**config.mk**
```make
export PLATFORM = sky130hd
export DESIGN_NAME = sha256_compress_ctrl
export DESIGN_NICKNAME = d
export VERILOG_FILES = /design/src/rtl/sha256_pkg.sv /design/src/rtl/sha256_compress_ctrl_round.sv /design/src/rtl/sha256_compress_ctrl.sv
export SDC_FILE = /design/constraint.sdc
export NUM_CORES = 2
export LEC_CHECK = 0
export CELL_PAD_IN_SITES_DETAIL_PLACEMENT = 1
export CELL_PAD_IN_SITES_GLOBAL_PLACEMENT = 1
export CORE_ASPECT_RATIO = 1.5
export CORE_MARGIN = 8
export CORE_UTILIZATION = 37
export DETAILED_ROUTE_END_ITERATION = 10
export PLACE_DENSITY = 0.85
export SLEW_MARGIN = 20
export SYNTH_ARGS = -nofsm -noshare
export SYNTH_HDL_FRONTEND = slang
export SYNTH_SLANG_ARGS = --single-unit
```
**constraint.sdc**
```tcl
create_clock -name clk -period 9.16 [get_ports clk]
set_clock_uncertainty 0.05 [all_clocks]
set_input_delay 1.374 -clock clk [delete_from_list [all_inputs] [get_ports clk]]
set_output_delay 1.374 -clock clk [all_outputs]
set_load 0.02 [all_outputs]
```
**src/rtl/sha256_pkg.sv**
```systemverilog
// Shared SHA-256 constants, working-state types and round helper functions
// for the single-block compression controller.
package sha256_pkg;

    localparam int WORD_W = 32;

    typedef logic [WORD_W-1:0] word_t;

    // Packed so that field a lands in [255:224], matching the digest word order.
    typedef struct packed {
        word_t a;
        word_t b;
        word_t c;
        word_t d;
        word_t e;
        word_t f;
        word_t g;
        word_t h;
    } work_t;

    typedef enum logic [2:0] {
        ST_IDLE  = 3'd0,
        ST_LOAD  = 3'd1,
        ST_ROUND = 3'd2,
        ST_FINAL = 3'd3,
        ST_DONE  = 3'd4
    } state_t;

    localparam word_t K [64] = '{
        32'h428a2f98, 32'h71374491, 32'hb5c0fbcf, 32'he9b5dba5,
        32'h3956c25b, 32'h59f111f1, 32'h923f82a4, 32'hab1c5ed5,
        32'hd807aa98, 32'h12835b01, 32'h243185be, 32'h550c7dc3,
        32'h72be5d74, 32'h80deb1fe, 32'h9bdc06a7, 32'hc19bf174,
        32'he49b69c1, 32'hefbe4786, 32'h0fc19dc6, 32'h240ca1cc,
        32'h2de92c6f, 32'h4a7484aa, 32'h5cb0a9dc, 32'h76f988da,
        32'h983e5152, 32'ha831c66d, 32'hb00327c8, 32'hbf597fc7,
        32'hc6e00bf3, 32'hd5a79147, 32'h06ca6351, 32'h14292967,
        32'h27b70a85, 32'h2e1b2138, 32'h4d2c6dfc, 32'h53380d13,
        32'h650a7354, 32'h766a0abb, 32'h81c2c92e, 32'h92722c85,
        32'ha2bfe8a1, 32'ha81a664b, 32'hc24b8b70, 32'hc76c51a3,
        32'hd192e819, 32'hd6990624, 32'hf40e3585, 32'h106aa070,
        32'h19a4c116, 32'h1e376c08, 32'h2748774c, 32'h34b0bcb5,
        32'h391c0cb3, 32'h4ed8aa4a, 32'h5b9cca4f, 32'h682e6ff3,
        32'h748f82ee, 32'h78a5636f, 32'h84c87814, 32'h8cc70208,
        32'h90befffa, 32'ha4506ceb, 32'hbef9a3f7, 32'hc67178f2
    };

    localparam work_t IV = {
        32'h6a09e667, 32'hbb67ae85, 32'h3c6ef372, 32'ha54ff53a,
        32'h510e527f, 32'h9b05688c, 32'h1f83d9ab, 32'h5be0cd19
    };

    function automatic word_t rotr(input word_t x, input int unsigned n);
        return (x >> n) | (x << (WORD_W - n));
    endfunction

    function automatic word_t big_sigma0(input word_t x);
        return rotr(x, 2) ^ rotr(x, 13) ^ rotr(x, 22);
    endfunction

    function automatic word_t big_sigma1(input word_t x);
        return rotr(x, 6) ^ rotr(x, 11) ^ rotr(x, 25);
    endfunction

    function automatic word_t ch(input word_t e, input word_t f, input word_t g);
        return (e & f) ^ (~e & g);
    endfunction

    function automatic word_t maj(input word_t a, input word_t b, input word_t c);
        return (a & b) ^ (a & c) ^ (b & c);
    endfunction

endpackage

```
**src/rtl/sha256_compress_ctrl_round.sv**
```systemverilog
// One SHA-256 compression round, purely combinational: current a..h plus K and W
// in, next a..h out. All sums wrap modulo 2^32.
module sha256_round
    import sha256_pkg::*;
(
    input  work_t cur,
    input  word_t k,
    input  word_t w,
    output work_t nxt
);

    word_t t1;
    word_t t2;

    always_comb begin
        t1 = cur.h + big_sigma1(cur.e) + ch(cur.e, cur.f, cur.g) + k + w;
        t2 = big_sigma0(cur.a) + maj(cur.a, cur.b, cur.c);

        nxt.a = t1 + t2;
        nxt.b = cur.a;
        nxt.c = cur.b;
        nxt.d = cur.c;
        nxt.e = cur.d + t1;
        nxt.f = cur.e;
        nxt.g = cur.f;
        nxt.h = cur.g;
    end

endmodule

```
**src/rtl/sha256_compress_ctrl.sv**
```systemverilog
// Single-block SHA-256 compression controller: accepts a message, sequences an
// external message schedule, runs 64 rounds and presents the feed-forward digest.
module sha256_compress_ctrl
    import sha256_pkg::*;
(
    input  logic         clk,
    input  logic         rst_n,
    input  logic [255:0] msg_block,
    input  logic         msg_valid,
    output logic         msg_ready,
    output logic [255:0] digest,
    output logic         digest_valid,
    input  logic         digest_ready,
    output logic         busy,
    output logic         err,
    output logic         sched_init,
    output logic         sched_shift,
    output logic [5:0]   sched_t,
    output logic [255:0] sched_msg,
    input  logic [31:0]  sched_w,
    input  logic         sched_valid,
    output logic [2:0]   dbg_state
);

    // Handshakes: a transfer happens on a rising edge where valid and ready are
    // both high; the source holds its payload and valid until that edge.

    state_t       state;
    state_t       state_next;
    logic [255:0] msg_q;
    work_t        work;
    work_t        work_nxt;
    logic [6:0]   ti;
    logic [5:0]   r_idx;
    logic         consume;
    logic         accept;
    logic [255:0] digest_sum;

    // ti counts 0..64; round r = ti-1 is consumed once the first W has arrived.
    assign consume     = (state == ST_ROUND) && (ti != 7'd0);
    assign accept      = (state == ST_IDLE) && msg_valid && msg_ready;
    assign r_idx       = ti[5:0] - 6'd1;

    assign busy        = (state != ST_IDLE);
    assign sched_init  = (state == ST_LOAD);
    assign sched_shift = (state == ST_ROUND) && (ti >= 7'd15) && (ti <= 7'd62);
    assign sched_t     = (state != ST_ROUND) ? 6'd0 :
                         (ti[6] ? 6'd63 : ti[5:0]);
    assign sched_msg   = msg_q;
    assign dbg_state   = state;

    sha256_round u_round (
        .cur (work),
        .k   (K[r_idx]),
        .w   (sched_w),
        .nxt (work_nxt)
    );

    always_comb begin
        digest_sum = '0;
        for (int i = 0; i < 8; i++) begin
            digest_sum[255-32*i -: 32] = IV[255-32*i -: 32] + work[255-32*i -: 32];
        end
    end

    always_comb begin
        state_next = state;
        case (state)
            ST_IDLE:  if (accept) state_next = ST_LOAD;
            ST_LOAD:  state_next = ST_ROUND;
            ST_ROUND: begin
                if (consume && !sched_valid) state_next = ST_IDLE;
                else if (ti == 7'd64)        state_next = ST_FINAL;
            end
            ST_FINAL: state_next = ST_DONE;
            ST_DONE:  if (digest_valid && digest_ready) state_next = ST_IDLE;
            default:  state_next = ST_IDLE;
        endcase
    end

    always_ff @(posedge clk or negedge rst_n) begin
        if (!rst_n) begin
            state        <= ST_IDLE;
            msg_ready    <= 1'b0;
            msg_q        <= '0;
            work         <= '0;
            ti           <= '0;
            digest       <= '0;
            digest_valid <= 1'b0;
            err          <= 1'b0;
        end else begin
            state     <= state_next;
            msg_ready <= (state_next == ST_IDLE);
            err       <= 1'b0;
            case (state)
                ST_IDLE: begin
                    if (accept) msg_q <= msg_block;
                end
                ST_LOAD: begin
                    work <= IV;
                    ti   <= '0;
                end
                ST_ROUND: begin
                    // A missing W aborts the block; the old digest stays visible.
                    if (consume && !sched_valid) begin
                        err <= 1'b1;
                    end else begin
                        if (consume) work <= work_nxt;
                        if (ti != 7'd64) ti <= ti + 7'd1;
                    end
                end
                ST_FINAL: begin
                    digest       <= digest_sum;
                    digest_valid <= 1'b1;
                end
                ST_DONE: begin
                    if (digest_ready) digest_valid <= 1'b0;
                end
                default: ;
            endcase
        end
    end

endmodule

```
==> results.toml <==
[cells_and_area]
final_common_cell = "clkdlybuf4s50_1"
final_cell_mix = "clkdlybuf4s50_1 (818), nand2_1 (783), dfrtp_1 (781)"
syn_to_final_growth_pct = 31.6
fin_nets = 6284
drive_gt1_share_pct = 13.9

[floorplan]
die-area_um2 = 136000
io_pins = 820
die_x_um = 304
rows = 158
initial_core_util_pct = 37.2
core_um2 = 124000
fp.dieH_um = 448

[synth]
async_reset_ff_share_pct = 100
syn_nets = 5410
seq_area_frac_synth_pct = 42.5
ys.flop_type = "dfrtp_1"
synth_top_area_share_pct = 42.5
synthCells = 4870
ys_ff_latch = 781
synth_area_per_cell_um2 = 9.44
synth_cell_types = 102
synth_area_leaders = "dfrtp_1 (43%), mux2_2 (6.8%), nand2_1 (6.4%)"
netlist_area_um2 = 46000
synth-edff-count = 0
yosysTopAreaCell = "dfrtp_1"
ys_warn_count = 0

[critical_path]
crit_type = "reg2reg"
max_stage_delay_ns = 0.53
crit_path_max_fanout = 16
worst_path_max_delay_cell = "fa_1"
critPathArrivalTime_ns = 9.30
endpoint_kind = "flop"
cp-start-kind = "flop"
critPathRequiredTime_ns = 9.72
cpMostUsedCell = "a21o_1"

[sta]
hold_viol = 0
slew_headroom_pct = 23.2
max_freq_mhz = 114
fin_crit_sh_pct = 95.4
rsz0062_at_grt = "no"
layout_min_cycle_time_ns = 8.73
setup_viol = 0
tns_ns = 0
slew_violations = 0
worst_slew_pin_slew_ns = 1.15
holdWs_ns = 0.419

[cts]
clockRootBuffer = "clkbuf_16"
path_clk_slew_ns = 0.07
cts_hold_buf = 0
clk_path_buf_depth = 3
clkLatencyLatePin_ns = 0.73
cts_tree = "built"
cts_buffers = 85
clock-sinks = 781
ctsHtreeMaxLevel = 3

[status]
status = "finished, final reports clean"

[global_route]
grt_overflow_total = 0
antenna_found_initial = 15
grt_pass1_vias = 45000
grt_util_all_layers_pct = 32.1
grt_max_degree = 232
grt_pass1_wl_um = 323000

[route]
dr_wl_met2_um = 111000
highest_layer = "met5"
wire_per_inst_um = 30.4
drt-vias-per-instance = 5.68
antenna_left = 0
drtIter0Drc = 3057
wl_met1_um = 75800
route.vias.total = 42200
wl_um = 225000
wl_met3_um = 13900
drc = 0
firstDrtPassIters = 6

[placement]
gp_congestion = 1.00
place_hpwl_um = 174000
io_buffers = 819

[job]
max_cap_violations = 0

[min_path]
hp-class = "reg2reg"
metal layers:
metal  GRT usage [%]  up-vias
met5               0        -
met4            27.7       14
met3            6.65      721
met2            56.1     1848
met1            32.7    21300
li1                -    18300
registers in the layout (all words and copies together), names as in the netlist:
name	count
digest	256
sched_msg	256
work	256
ti	7
dbg_state	3
digest_valid	1
err	1
msg_ready	1
worst max-delay path, delay by kind of cell (launching register included):
| kind | cells | cell delay (ns) |
|---|---|---|
| AOI/OAI and AO/OA | 16 | 3.99 |
| buffers and inverters | 4 | 0.76 |
| xor gates and xnor gates | 3 | 0.69 |
| adders and majority gates | 5 | 1.88 |
| and+or+nand+nor | 4 | 0.87 |
| DFF | 1 | 0.38 |
timing repair:
| action | CTS | global route |
|---|---|---|
| setup buffers | 0 | 5 |
| endpoints found under the setup margin | 0 | 4 |
| resized for setup | 0 | 5 |
path summary, 6_finish.rpt:
check	startpoint	endpoint	slack [ns]	cells after the start
max reg2reg	ti[1]	work[255]	0.43	32
min	digest[37]	digest[37]	0.42	2
min reg2reg	digest[37]	digest[37]	0.42	2
min in group asynchronous	rst_n	work[18]	0.63	1
max in group asynchronous	rst_n	digest[146]	6.42	3
max	ti[1]	work[255]	0.43	32
per-stage QoR:
| stage | std cells | instance area, µm² | setup WS, ns | util, % |
|---|---|---|---|---|
| floorplan | 4870 | 46000 | 0.466 | - |
| global placement | 7251 | 57400 | 0.0725 | 46.4 |
| detailed placement | 7251 | 57400 | -0.0177 | 46.4 |
| CTS | 7408 | 60400 | 0.247 | 48.9 |
| global route | 7418 | 60500 | 0.0554 | 49.0 |
| finish | 7421 | 60500 | 0.426 | 49.0 |
logic make-up after synthesis:
group	synth area share (%)
adders and majority gates	9.22
muxes	7.24
buffers and inverters	4.97
DFF	42.5
and+or+nand+nor	12.4
AOI/OAI and AO/OA	15.3
xor gates and xnor gates	8.31
area by class of cell:
type,count,area (µm²)
Timing Repair Buffer,1124,10600
Fill cell,13800,63100
Multi-Input combinational cell,3487,24300
Sequential cell,781,19500
Inverter,265,995
Clock buffer,117,2420
Tap cell,1600,2000
Clock inverter,40,617
Antenna cell,7,17.5
synthesized netlist by cell type (23+ instances only):
master,instances
xor2_1,160
o211ai_1,27
a21o_1,69
o31ai_1,32
clkbuf_1,300
o21ai_1,49
a211oi_1,45
o21ai_0,495
nor2_1,239
dfrtp_1,781
xnor2_1,270
nand2_1,784
inv_1,262
fa_1,125
nor3_1,54
ha_1,122
nand3_1,124
a21oi_1,186
a31oi_1,50
and3_1,23
mux2_2,278
Power is left out: the tool's default activity adds up to more than one toggle a clock period on the data nets, which glitch-free logic cannot reach.
